<file path="config.mk">
export PLATFORM = sky130hd
export DESIGN_NAME = seq_detect_param
export DESIGN_NICKNAME = d
export VERILOG_FILES = /design/src/rtl/seq_detect_param.sv
export SDC_FILE = /design/constraint.sdc
export NUM_CORES = 1
export LEC_CHECK = 0
export CORE_UTILIZATION = 29
export CTS_BUF_LIST = sky130_fd_sc_hd__clkbuf_4
export DETAILED_ROUTE_END_ITERATION = 8
export GPL_TIMING_DRIVEN = 0
export PLACE_DENSITY = 0.6
export SLEW_MARGIN = 20
export SYNTH_ARGS = -nofsm -noshare
export SYNTH_HDL_FRONTEND = slang
export SYNTH_SLANG_ARGS = --single-unit
</file>
<file path="constraint.sdc">
create_clock -name clk -period 3.7 [get_ports clk]
set_input_delay 0.555 -clock clk [delete_from_list [all_inputs] [get_ports clk]]
set_output_delay 0.555 -clock clk [all_outputs]
set_load 0.03 [all_outputs]
</file>
<file path="src/rtl/seq_detect_param.sv">
// seq_detect_param: serial bit-pattern detector with a runtime-loadable
// PAT_LEN-bit pattern, overlapping/non-overlapping detection and input
// qualification.
// Optional feature macro: SEQDET_COUNT_EN enables the saturating match
// counter; without it match_count is tied to zero and count_clr is ignored.
//
// FSM state is the history fill level:
//   fill          | meaning
//   0             | no usable history (after reset, load or non-overlap match)
//   1..PAT_LEN-2  | that many valid bits collected toward a full window
//   PAT_LEN-1     | window full; the next valid bit can complete the pattern
module seq_detect_param #(
    parameter int                 PAT_LEN   = 4,
    parameter logic [PAT_LEN-1:0] RESET_PAT = 4'b1010,
    parameter int                 CNT_W     = 8,
    parameter int                 FILL_W    = $clog2(PAT_LEN)
) (
    input  logic               clk,
    input  logic               reset,
    input  logic               in_valid,
    input  logic               in_bit,
    input  logic               overlap,
    input  logic               load,
    input  logic [PAT_LEN-1:0] pattern,
    input  logic               count_clr,
    output logic               match,
    output logic               match_q,
    output logic [FILL_W-1:0]  fill,
    output logic [CNT_W-1:0]   match_count
);

    localparam logic [FILL_W-1:0] FILL_MAX = FILL_W'(PAT_LEN - 1);

    logic [PAT_LEN-2:0] win;
    logic [PAT_LEN-1:0] pat;
    logic [PAT_LEN-1:0] cand;
    logic [FILL_W-1:0]  fill_r;
    logic [FILL_W-1:0]  fill_nxt;

    // Candidate word: stored history with the current bit appended as LSB.
    assign cand = {win, in_bit};
    assign fill = fill_r;

    // State register: history fill level.
    always_ff @(posedge clk) begin
        if (reset) begin
            fill_r <= '0;
        end else begin
            fill_r <= fill_nxt;
        end
    end

    // Next-state: load restarts collection, a non-overlapping match discards
    // all history, otherwise the fill level climbs to a full window.
    always_comb begin
        fill_nxt = fill_r;
        if (load) begin
            fill_nxt = '0;
        end else if (in_valid) begin
            if (match) begin
                fill_nxt = overlap ? FILL_MAX : '0;
            end else if (fill_r != FILL_MAX) begin
                fill_nxt = fill_r + FILL_W'(1);
            end
        end
    end

    // Mealy output: the current valid bit completes the pattern.
    always_comb begin
        match = in_valid & ~load & ~reset & (fill_r == FILL_MAX) & (cand == pat);
    end

    // History window shifts on every qualified bit; gaps leave it untouched.
    always_ff @(posedge clk) begin
        if (reset) begin
            win <= '0;
        end else if (in_valid && !load) begin
            win <= cand[PAT_LEN-2:0];
        end
    end

    // Pattern register, reloadable at runtime.
    always_ff @(posedge clk) begin
        if (reset) begin
            pat <= RESET_PAT;
        end else if (load) begin
            pat <= pattern;
        end
    end

    // Registered copy of the match flag.
    always_ff @(posedge clk) begin
        if (reset) begin
            match_q <= 1'b0;
        end else begin
            match_q <= match;
        end
    end

`ifdef SEQDET_COUNT_EN
    logic [CNT_W-1:0] cnt_r;

    // Saturating match counter; clear wins over a coincident match.
    always_ff @(posedge clk) begin
        if (reset) begin
            cnt_r <= '0;
        end else if (count_clr) begin
            cnt_r <= '0;
        end else if (match && (cnt_r != {CNT_W{1'b1}})) begin
            cnt_r <= cnt_r + CNT_W'(1);
        end
    end

    assign match_count = cnt_r;
`else
    logic unused_count_clr;

    assign unused_count_clr = count_clr;
    assign match_count      = '0;
`endif

endmodule

</file>
# After elaboration in Yosys (flattened, before gate mapping)
# Index checks and enable logic that the tools add are counted.
# W data, S select, Z words.
[classes]
add_sub_neg = 1
muxes = 3
reduce_logical = 5
n_eq_ne = 3
bitwise = 6
[ops]
columns = ["operator", "n"]
rows = [
  ["$mux W2", 3],
  ["$and A1 B1 Y1", 4],
  ["$eq A4 B4 Y1", 1],
  ["$add A2 B1 Y2 const B", 1],
  ["$eq A2 B2 Y1 const B", 1],
  ["$ne A2 B2 Y1 const B", 1],
  ["$not A1 Y1", 2],
  ["$reduce_and A2 Y1", 1],
  ["$reduce_bool A2 Y1", 1],
  ["$reduce_or A2 Y1", 1],
  ["$logic_and A1 B1 Y1", 1],
  ["$logic_not A1 Y1", 1],
]
[word_totals]
word_cells = 22
register_bits = 10

# Depth between registers and ports, before layout
# Gate-level depths: netlist of the first run.
[depth]
depth_word = 7
mapped_depth = 5
mapped_depth_nobuf = 5

# Worst setup path before layout of the first run
# OpenSTA, ideal clock, no wires.
[synth_timing]
path_kind = "input port to output port"
start = "input port reset"
end = "output port match"
setup_slack_ns = 1.780
required_time_ns = 3.145
path_buffers = 1
path_stages = 4
arrival_ns = 1.365
path_cell_list = "buf_4 -> nor2_4 -> and3_4 -> and3_1"
[synth_between]
elab_chain_cells = 4
[synth_lines]
columns = ["element", "line_no", "source"]
rows = [
  ["start, declared", "19", "input logic reset,"],
  ["$not A1 Y1", "70", "match = in_valid & ~load & ~reset & (fill_r == FILL_MAX) & (cand == pat);"],
  ["$and A1 B1 Y1 (3 in series)", "70", ""],
  ["end, declared", "26", "output logic match,"],
]
# No other way between the ends.

# Worst setup path after layout of the first run
[layout_timing]
start = "input port in_bit"
end = "output port match"
[layout_between]
elab_chain_cells = 2
[layout_lines]
columns = ["element", "line_no", "source"]
rows = [
  ["start, declared", "21", "input logic in_bit,"],
  ["$eq A4 B4 Y1", "70", ""],
  ["$and A1 B1 Y1", "70", ""],
]
# No other way between the ends.

==> results.ini, run 1 <==
[outcome]
outcome=completed

[setup_path]
timing.critical_path.slowest_cell_delay_ns=0.68
worst-endpoint-required_ns=3.14
path_buf_inv=2
worstPathArrival_ns=2.38
cp_cell_sequence=clkdlybuf4s50_1 > xor2_1 > nor3_2 > and3_1 > clkdlybuf4s50_1
cpMaxStageDelayCell=sky130_fd_sc_hd__clkdlybuf4s50_1
timing_worst_setup_path_type=in2out
timing.critical_path.fanout_max=4
critPathMostFrequentCell=sky130_fd_sc_hd__clkdlybuf4s50_1
end_kind=output port
critical_path.startpoint_type=input port
path_delay_family=buffers and inverters

[sta]
final_critical_path_setup_slack_ns=0.767
report.final.hold_viol_count=0
final_setup_fails=0
maxClockFrequency_mhz=341
setup_total_negative_slack_ns=0
final_worst_path_cycle_share_pct=79.3
finClkSkew_ns=0.00224
final_max_slew_viol_count=0
fin_worst_hold_slack_ns=0.520
min_period_ns=2.93
rsz0062_at_grt=no

[logic_synthesis]
synth.lib_cells_used.distinct=24
synth.yosys.seq_area_share_pct=35.1
yosys.cell_count.top_type=sky130_fd_sc_hd__dfxtp_1
synth-edff-count=0
synth_top_cells_by_area=sky130_fd_sc_hd__dfxtp_1 (35%), sky130_fd_sc_hd__buf_4 (12%), sky130_fd_sc_hd__mux2i_1 (11%)
synth_top_area_share_pct=35.1
yosys-top-cells-count=sky130_fd_sc_hd__dfxtp_1 (10), sky130_fd_sc_hd__buf_4 (9), sky130_fd_sc_hd__nor2_1 (8)
top_cell_type_by_total_area_after_synthesis=sky130_fd_sc_hd__dfxtp_1
syn-instance-count=58
syn-cell-area_um2=571
postSynth.topFlopCell=sky130_fd_sc_hd__dfxtp_1
asyncSetResetFlopFracSynth_pct=0
warning_count_from_the_yosys_run=0
syn-mean-instance-area_um2=9.84
yosys_register_bits=10

[place]
number_of_port_buffers=11
dp_worst_setup_slack_ns=0.747
place.detailed.hpwl_um=703
finalWeightedCongestion=0.698
place_area_um2=738

[floorplan]
die-height_um=46.4
std_cell_rows=15
core_um2=1780
chipWidth_um=46.4
effective_utilization_at_floorplan_pct=32.0
floorplan.die_area_um2=2150
ioPinCount=23

[cells_and_area]
layout.cell_area.non_filler_um2=761
finish.net_count=93
multi_input_area_um2=318
drive_gt1_share_pct=25.3
n_fill_cell=187
n_antenna_cell=0
layout.area.seq_um2=200
areaGrowthSynthToFinish_pct=33.3

[clock_tree]
cts_tree=done
cts_setup_buffers=0
gates_resized_cts_repair=0
ctsHoldBuffers=0
cts.reportedPaths.clkPinSlew_ns=0.06
cts.sink_count=10
ctsHtreeMaxLevel=1
insertion_delay_ns=0.26
clk_path_buf_depth=2
cts.root.buffer_cell=sky130_fd_sc_hd__clkbuf_4
cts_buffers=3

[detailed_routing]
first_iter_violations=6
post_drt_wl_per_cell_um=8.49
routed-via-count=416
drt-pass1-iter-count=3
via_per_inst=4.00
totalWireLength_um=883
drt_drc_violations_left=0
drt.antenna.violating_nets=0

[flow_run]
timing.max_cap.violations=0

[global_route]
grt.met1_usage_pct=12.0
grt_first_pass_wirelength_mm=1.50
grt_busiest_layer=met2
grtUsageMet2_pct=16.4
antenna_found_initial=0
first_global_vias=379
maximum_number_of_pins_on_one_net_before_global_route_repair=10
overflow=0
gr-usage-all-layers_pct=10.3
grt_use_met3_pct=5.88

[power]
clock_power_share_pct=29.9
switching_power_uw=64.0
netSwitchingFraction_pct=26.8
total_leakage_power_nw=0.354
power.density_cell_area_nw_per_um2=314
peakVddDrop_v=0.000212
power.combinational.fraction_pct=21.9
internal_power_uw=175
seqPwrFrac_pct=48.2
design_power_total_uw=239

[worst_hold_path]
hold_class=reg2reg

==> metrics by stage <==
stage	std cells	utilization, %
final	104	42.7
after global placement	101	41.4
after detailed placement	101	41.4
after global routing	104	42.7
after CTS	104	42.7
after floorplan	65	-
==> registers in the layout, indices dropped and copies added, names as in the netlist <==
| name | count |
|---|---|
| pat | 4 |
| win | 3 |
| match_q | 1 |
| fill | 2 |
==> worst register-to-register path: cells and delay by family, from the launching register on <==
family / cells / cell delay (ns)
AO/OA/AOI/OAI: 2 / 0.46
AND/OR/NAND/NOR: 1 / 0.25
XOR/XNOR: 1 / 0.14
adder cells (fa/ha/maj): 1 / 0.22
flip-flops: 1 / 0.40
==> cell families (layout without fill, tap and decap cells) <==
group           Yosys count  in the layout  share of synthesized area (%)
compound gates            5              5                           8.33
xor+xnor                  5              5                           7.68
fa+ha+maj                 1              1                           2.19
buf+inv                  10             24                           13.8
flops                    10             10                           35.1
mux                       7              7                           12.5
other cells               1              8                          0.657
simple gates             19             19                           19.7
==> routing by layer <==
layer | wire (um) | share of wire [%] | vias to the layer above
li1 | - | - | 225
met1 | 438 | 50 | 174
met2 | 366 | 41 | 17
met3 | 78 | 8.8 | 0
met4 | 0 | 0 | 0
met5 | 0 | 0 | -
==> power groups by stage <==
stage,logic [mW],clock network (mW),registers [mW]
final,0.0524,0.0714,0.115
after global routing,0.0577,0.0789,0.116
after CTS,0.0529,0.0743,0.115
after detailed placement,0.0526,0,0.118
after global placement,0.0521,0,0.118
after floorplan,0.0381,0,0.119
==> worst paths after layout <==
| kind | end | start | slack [ns] | cells after the start |
|---|---|---|---|---|
| max | match | in_bit | 0.77 | 5 |
| min | pat[0] | pat[0] | 0.52 | 2 |
| max reg2reg | fill[0] | fill[0] | 2.17 | 5 |
| min reg2reg | pat[0] | pat[0] | 0.52 | 2 |
==> final cells by class <==
cell class                 instances  area share (%)
buffer                            10            10.4
clock buffer                       3            2.96
multi-input combinational         45            41.8
sequential                        10            26.3
tap                               25            4.11
timing repair buffer              11            14.5
==> placed cells by master, fill, tap and decap left out <==
| master | netlist | final |
|---|---|---|
| sky130_fd_sc_hd__a211o_1 | 2 | 2 |
| sky130_fd_sc_hd__buf_6 | 1 | 1 |
| sky130_fd_sc_hd__and2b_1 | 1 | 1 |
| sky130_fd_sc_hd__and3_2 | 1 | 1 |
| sky130_fd_sc_hd__nor2_1 | 8 | 8 |
| sky130_fd_sc_hd__nor3_2 | 1 | 1 |
| sky130_fd_sc_hd__xor2_1 | 3 | 3 |
| sky130_fd_sc_hd__mux2_2 | 1 | 1 |
| sky130_fd_sc_hd__mux2i_1 | 6 | 6 |
| sky130_fd_sc_hd__nand2_1 | 2 | 2 |
| sky130_fd_sc_hd__a2111oi_2 | 1 | 1 |
| sky130_fd_sc_hd__nand2b_1 | 1 | 1 |
| sky130_fd_sc_hd__conb_1 | 1 | 8 |
| sky130_fd_sc_hd__and3_1 | 1 | 1 |
| sky130_fd_sc_hd__nor2_4 | 1 | 1 |
| sky130_fd_sc_hd__clkbuf_4 | 0 | 3 |
| sky130_fd_sc_hd__clkdlybuf4s50_1 | 0 | 11 |
| sky130_fd_sc_hd__dfxtp_1 | 10 | 10 |
| sky130_fd_sc_hd__ha_1 | 1 | 1 |
| sky130_fd_sc_hd__a21oi_1 | 1 | 1 |
| sky130_fd_sc_hd__a41o_1 | 1 | 1 |
| sky130_fd_sc_hd__and2b_2 | 1 | 1 |
| sky130_fd_sc_hd__and3_4 | 1 | 1 |
| sky130_fd_sc_hd__nor2b_1 | 1 | 1 |
| sky130_fd_sc_hd__xnor2_1 | 2 | 2 |
| sky130_fd_sc_hd__buf_4 | 9 | 9 |
(Power assumes the default switching activity.)
==> inputs of run 2 (changes only) <==
==> constraint.sdc (replaced) <==
create_clock -name clk -period 2.7 [get_ports clk]
set_input_delay 0.405 -clock clk [delete_from_list [all_inputs] [get_ports clk]]
set_output_delay 0.405 -clock clk [all_outputs]
set_load 0.03 [all_outputs]
==> run 2 against run 1 <==
Register-to-register slack worse by 1.0 ns; setup slack worse by 0.32 ns; global-route usage unchanged; via count up 0.48%; critical path type unchanged; critical endpoint unchanged.
==> results.ini, run 2 (synthesis gave the netlist of run 1 again) <==
[setup_path]
worst-endpoint-required_ns=2.30  ; was 3.14 ns
reg2reg_setup_slack_ns=1.17  ; was 2.17 ns
end_of_the_worst_register_to_register_path=fill[0]  ; unchanged
worstPathArrival_ns=1.85  ; was 2.38 ns
end_kind=output port  ; unchanged
timing.critical_path.slowest_cell_delay_ns=0.44  ; was 0.68 ns
cp_cell_sequence=clkdlybuf4s50_1 > xor2_1 > nor3_2 > and3_1 > dlymetal6s2s_1  ; was clkdlybuf4s50_1 > xor2_1 > nor3_2 > and3_1 > clkdlybuf4s50_1
critical_path.startpoint_type=input port  ; unchanged
timing_worst_setup_path_type=in2out  ; unchanged
timing.rr.start=fill[0]  ; unchanged
cpMaxStageDelayCell=sky130_fd_sc_hd__clkdlybuf4s50_1  ; unchanged
reg2reg_depth=5  ; unchanged
timing.critical_path.fanout_max=4  ; unchanged

[floorplan]
core_um2=1780  ; unchanged
floorplan.die_area_um2=2150  ; unchanged
effective_utilization_at_floorplan_pct=32.0  ; unchanged
die-height_um=46.4  ; unchanged
chipWidth_um=46.4  ; unchanged
ioPinCount=23  ; unchanged
std_cell_rows=15  ; unchanged

[cells_and_area]
max_flop_register=pat  ; unchanged
layout.area.seq_um2=200  ; unchanged
mostFrequentLayoutCells=sky130_fd_sc_hd__dfxtp_1 (10), sky130_fd_sc_hd__clkdlybuf4s50_1 (10), sky130_fd_sc_hd__buf_4 (9), sky130_fd_sc_hd__nor2_1 (8), sky130_fd_sc_hd__conb_1 (8)  ; was sky130_fd_sc_hd__clkdlybuf4s50_1 (11), sky130_fd_sc_hd__dfxtp_1 (10), sky130_fd_sc_hd__buf_4 (9), sky130_fd_sc_hd__nor2_1 (8), sky130_fd_sc_hd__conb_1 (8)
layout.cell_area.non_filler_um2=763  ; was 761 um^2
finish.net_count=93  ; unchanged
areaGrowthSynthToFinish_pct=33.8  ; was 33.3%
n_fill_cell=187  ; unchanged
n_antenna_cell=0  ; unchanged
drive_gt1_share_pct=25.3  ; unchanged
multi_input_area_um2=318  ; unchanged
number_of_flip_flops_under_the_largest_register_name=4  ; unchanged

[global_route]
maximum_number_of_pins_on_one_net_before_global_route_repair=10  ; unchanged
gr-usage-all-layers_pct=10.3  ; unchanged
antenna_found_initial=0  ; unchanged
first_global_vias=379  ; unchanged
grt_first_pass_wirelength_mm=1.50  ; unchanged
overflow=0  ; unchanged

[clock_tree]
clk_path_buf_depth=2  ; unchanged
ctsHtreeMaxLevel=1  ; unchanged
cts_buffers=3  ; unchanged
cts.reportedPaths.clkPinSlew_ns=0.06  ; about the same
ctsHoldBuffers=0  ; unchanged
cts.root.buffer_cell=sky130_fd_sc_hd__clkbuf_4  ; unchanged
cts_tree=done  ; unchanged
insertion_delay_ns=0.26  ; about the same
cts.sink_count=10  ; unchanged

[sta]
maxClockFrequency_mhz=443
min_period_ns=2.26
final_setup_fails=0  ; unchanged
final_max_slew_viol_count=0  ; unchanged
setup_total_negative_slack_ns=0  ; unchanged
report.final.hold_viol_count=0  ; unchanged
finClkSkew_ns=0.00224  ; about the same
final_critical_path_setup_slack_ns=0.444  ; was 0.767 ns
final_worst_path_cycle_share_pct=83.5
rsz0062_at_grt=no  ; unchanged

[worst_hold_path]
holdPathStages=2  ; unchanged
hold_class=in2reg  ; was reg2reg
hold_start=reset  ; was pat[0]
worstHoldEndpoint=win[2]  ; was pat[0]

[place]
place_area_um2=738  ; unchanged
number_of_port_buffers=11  ; unchanged
dp_worst_setup_slack_ns=0.0473  ; was 0.747 ns
place.detailed.hpwl_um=703  ; unchanged
finalWeightedCongestion=0.698  ; unchanged

[power]
power.density_cell_area_nw_per_um2=429  ; was 314 nW/um^2
total_leakage_power_nw=0.373  ; was 0.354 nW
peakVddDrop_v=0.000291  ; was 0.000212 V

[detailed_routing]
drt_drc_violations_left=0  ; unchanged
drt-pass1-iter-count=4  ; was 3
first_iter_violations=6  ; unchanged
totalWireLength_um=890  ; was 883 um
routed-via-count=418  ; was 416
post_drt_wl_per_cell_um=8.56  ; was 8.49 um
drt.antenna.violating_nets=0  ; unchanged
via_per_inst=4.02  ; was 4.00

[flow_run]
timing.max_cap.violations=0  ; unchanged

[outcome]
outcome=completed  ; unchanged

## run 2: cell count changes in the layout (fill, tap and decap cells not counted), sizes merged
cell | before | now
clkdlybuf4s50 | 11 | 10
dlymetal6s2s | 0 | 1
## run 2: layout make-up
| type | instances | share of cell area [%] |
|---|---|---|
| repair buffers | 11 | 14.8 |
| plain buffers | 10 | 10.3 |
| clock buffers | 3 | 2.95 |
| flip-flops and latches | 10 | 26.2 |
| multi-input cells | 45 | 41.6 |
| well taps | 25 | 4.10 |
## run 2: report_power, final
part / switching, mW / leakage, nW / internal (mW)
clock network: 0.0466 / 0.0138 / 0.0513
registers: 0.00447 / 0.0819 / 0.154
logic: 0.0366 / 0.278 / 0.0352
## run 2: timing repair
item                       CTS  global route
resized for setup            0             1
buffers inserted             0             0
setup endpoints to repair    0             1
## run 2: worst max-delay path by stage
stage | start | end | slack (ns)
after CTS | in_bit | match | 0.05
after global placement | in_bit | match | 0.06
after global routing | in_bit | match | 0.31
after detailed placement | in_bit | match | 0.05
after floorplan | fill[0] | match | 0.95
final | in_bit | match | 0.44
## run 2: stage by stage
stage / power (mW) / instances / utilization, % / hold WS [ns]
6_report: 0.328 / 104 / 42.8 / 0.403
3_5_place_dp: 0.234 / 101 / 41.4 / 0.512
5_1_grt: 0.346 / 104 / 42.8 / 0.408
3_3_place_gp: 0.233 / 101 / 41.4 / 0.501
4_1_cts: 0.332 / 104 / 42.7 / 0.407
2_1_floorplan: 0.215 / 65 / - / 0.480
## run 2: routing by layer
layer	vias to the layer above	part of all wire (%)	track usage (%)
li1	225	-	-
met1	176	49	12.0
met2	17	42	16.4
met3	0	9.0	5.88
met4	0	0	1.76
met5	-	0	0
## run 2: critical path, delay by kind of cell
family / cells / cell delay, ns
xor gates and xnor gates: 1 / 0.18
buffers and inverters: 2 / 0.74
and+or+nand+nor: 2 / 0.52
==> inputs of run 3 (changes only) <==
--- a/config.mk
+++ b/config.mk
@@ -9,7 +9,7 @@
 export CTS_BUF_LIST = sky130_fd_sc_hd__clkbuf_4
 export DETAILED_ROUTE_END_ITERATION = 8
 export GPL_TIMING_DRIVEN = 0
-export PLACE_DENSITY = 0.6
+export PLACE_DENSITY = 0.62
 export SLEW_MARGIN = 20
 export SYNTH_ARGS = -nofsm -noshare
 export SYNTH_HDL_FRONTEND = slang
==> constraint.sdc (replaced) <==
create_clock -name clk -period 1.85 [get_ports clk]
set_input_delay 0.2775 -clock clk [delete_from_list [all_inputs] [get_ports clk]]
set_output_delay 0.2775 -clock clk [all_outputs]
set_load 0.03 [all_outputs]
==> run 3 against run 2 <==
Global-route usage grew 0.072 points; clock power grew 56%; via count shrank 0.24%; combinational power increased by 46%; critical path depth did not move; die area unchanged; cell count rose by 1.9%; count of clock-buffer cells in the layout did not move; first-iteration DRC count fell by 67%; hold slack worse by 0.14 ns; largest power group unchanged.
==> results.ini, run 3 (synthesis gave the netlist of run 1 again) <==
[outcome]
outcome=completed  ; unchanged

[global_route]
maximum_number_of_pins_on_one_net_before_global_route_repair=10  ; unchanged
first_global_vias=357  ; was 379
grt_first_pass_wirelength_mm=1.48  ; was 1.50 mm
antenna_found_initial=0  ; unchanged
overflow=0  ; unchanged
gr-usage-all-layers_pct=10.4  ; was 10.3%

[power]
total_leakage_power_nw=0.363  ; was 0.373 nW
peakVddDrop_v=0.000303  ; was 0.000291 V
design_power_total_uw=489  ; was 328 uW
power.density_cell_area_nw_per_um2=635  ; was 429 nW/um^2

[detailed_routing]
via_per_inst=3.93  ; was 4.02
routed-via-count=417  ; was 418
post_drt_wl_per_cell_um=8.64  ; was 8.56 um
drt.antenna.violating_nets=0  ; unchanged
drt_drc_violations_left=0  ; unchanged
first_iter_violations=2  ; was 6
totalWireLength_um=916  ; was 890 um
drt-pass1-iter-count=4  ; unchanged

[setup_path]
critical_path.startpoint_type=input port  ; unchanged
cpMaxStageDelayCell=sky130_fd_sc_hd__clkdlybuf4s50_1  ; unchanged
cp_cell_sequence=clkdlybuf4s50_1 > xor2_1 > nor3_2 > and3_1 > clkbuf_4  ; was clkdlybuf4s50_1 > xor2_1 > nor3_2 > and3_1 > dlymetal6s2s_1
end_kind=output port  ; unchanged
timing.critical_path.slowest_cell_delay_ns=0.43  ; was 0.44 ns
worst-endpoint-required_ns=1.57  ; was 2.30 ns
timing_worst_setup_path_type=in2out  ; unchanged
timing.rr.start=fill[0]  ; unchanged
timing.critical_path.fanout_max=2  ; was 4
worstPathArrival_ns=1.45  ; was 1.85 ns
crit_start=in_bit  ; unchanged

[cells_and_area]
mostFrequentLayoutCells=sky130_fd_sc_hd__buf_4 (10), sky130_fd_sc_hd__clkdlybuf4s50_1 (10), sky130_fd_sc_hd__dfxtp_1 (9), sky130_fd_sc_hd__nor2_1 (8), sky130_fd_sc_hd__conb_1 (8)  ; was sky130_fd_sc_hd__dfxtp_1 (10), sky130_fd_sc_hd__clkdlybuf4s50_1 (10), sky130_fd_sc_hd__buf_4 (9), sky130_fd_sc_hd__nor2_1 (8), sky130_fd_sc_hd__conb_1 (8)
layout.core_utilization_pct=43.2  ; was 42.8%
n_antenna_cell=0  ; unchanged
drive_gt1_share_pct=28.4  ; was 25.3%
layout.cell_area.non_filler_um2=771  ; was 763 um^2
post_layout_nonfiller_instances=106  ; was 104
number_of_flip_flops_under_the_largest_register_name=4  ; unchanged
max_flop_register=pat  ; unchanged
finish.net_count=94  ; was 93
n_fill_cell=178  ; was 187
areaGrowthSynthToFinish_pct=35.1  ; was 33.8%

[sta]
setup_total_negative_slack_ns=0  ; unchanged
final_worst_path_cycle_share_pct=93.6
fin_worst_hold_slack_ns=0.267  ; was 0.403 ns
min_period_ns=1.73
report.final.hold_viol_count=0  ; unchanged
maxClockFrequency_mhz=577
rsz0062_at_grt=no  ; unchanged
final_max_slew_viol_count=0  ; unchanged
final_setup_fails=0  ; unchanged
final_critical_path_setup_slack_ns=0.118  ; was 0.444 ns
finClkSkew_ns=0.00497  ; was 0.00224 ns

[flow_run]
timing.max_cap.violations=0  ; unchanged

[floorplan]
core_um2=1780  ; unchanged
ioPinCount=23  ; unchanged
floorplan.die_area_um2=2150  ; unchanged
std_cell_rows=15  ; unchanged
effective_utilization_at_floorplan_pct=32.0  ; unchanged
chipWidth_um=46.4  ; unchanged
die-height_um=46.4  ; unchanged

[place]
dp_worst_setup_slack_ns=-0.549  ; was 0.0473 ns
finalWeightedCongestion=0.772  ; was 0.698
number_of_port_buffers=11  ; unchanged
place_area_um2=738  ; unchanged
placed_cells_incl_taps=101  ; unchanged
place.detailed.hpwl_um=708  ; was 703 um

[clock_tree]
cts_buffers=3  ; unchanged
cts_tree=done  ; unchanged
clk_path_buf_depth=2  ; unchanged
cts.sink_count=10  ; unchanged
ctsHtreeMaxLevel=1  ; unchanged
cts.reportedPaths.clkPinSlew_ns=0.07  ; was 0.06 ns
cts.root.buffer_cell=sky130_fd_sc_hd__clkbuf_4  ; unchanged
insertion_delay_ns=0.26  ; about the same
ctsHoldBuffers=0  ; unchanged

[worst_hold_path]
hold_class=in2reg  ; unchanged
hold_start=reset  ; unchanged

run 3: cell count changes in the layout (fill, tap and decap cells not counted), sizes merged:
cell          previous run  this run
buf                     10        11
clkinv                   0         1
clkbuf                   3         4
dlymetal6s2s             1         0
run 3: area by class of cell:
class                      instances  area (um^2)  area share [%]
tap                               25         31.3            4.06
multi-input combinational         45          318            41.2
clock buffer                       3         22.5            2.92
timing repair buffer              12          115            14.9
sequential                        10          201            26.1
clock inverter                     1         3.75           0.487
buffer                            10         78.8            10.2
run 3: worst max-delay path, delay by kind of cell:
family        cells  cell delay [ns]
buf+inv           2             0.64
simple gates      2             0.36
xor+xnor          1             0.18
run 3: timing repair:
item	CTS	global route
setup buffers	1	0
gates resized for setup	5	2
endpoints found under the hold margin	0	0
endpoints found under the setup margin	1	1
pin swaps	1	0
run 3: path summary, 6_finish.rpt:
kind / cells past startpoint / end / slack [ns]
setup reg to reg: 5 / fill[0] / 0.38
hold reg to reg: 2 / pat[2] / 0.52
hold / removal: 2 / win[2] / 0.27
setup / recovery: 5 / match / 0.12
run 3: power by group:
| part | switching, mW | internal [mW] |
|---|---|---|
| registers | 0.00640 | 0.224 |
| logic | 0.0533 | 0.0522 |
| clock network | 0.0750 | 0.0779 |
run 3: routing by layer:
metal	global-route usage, %	part of all wire, %	vias up
met1	12.0	46	177
met4	10.6	1.3	0
li1	-	-	224
met2	15.0	47	14
met3	2.35	6.1	2
met5	0	0	-
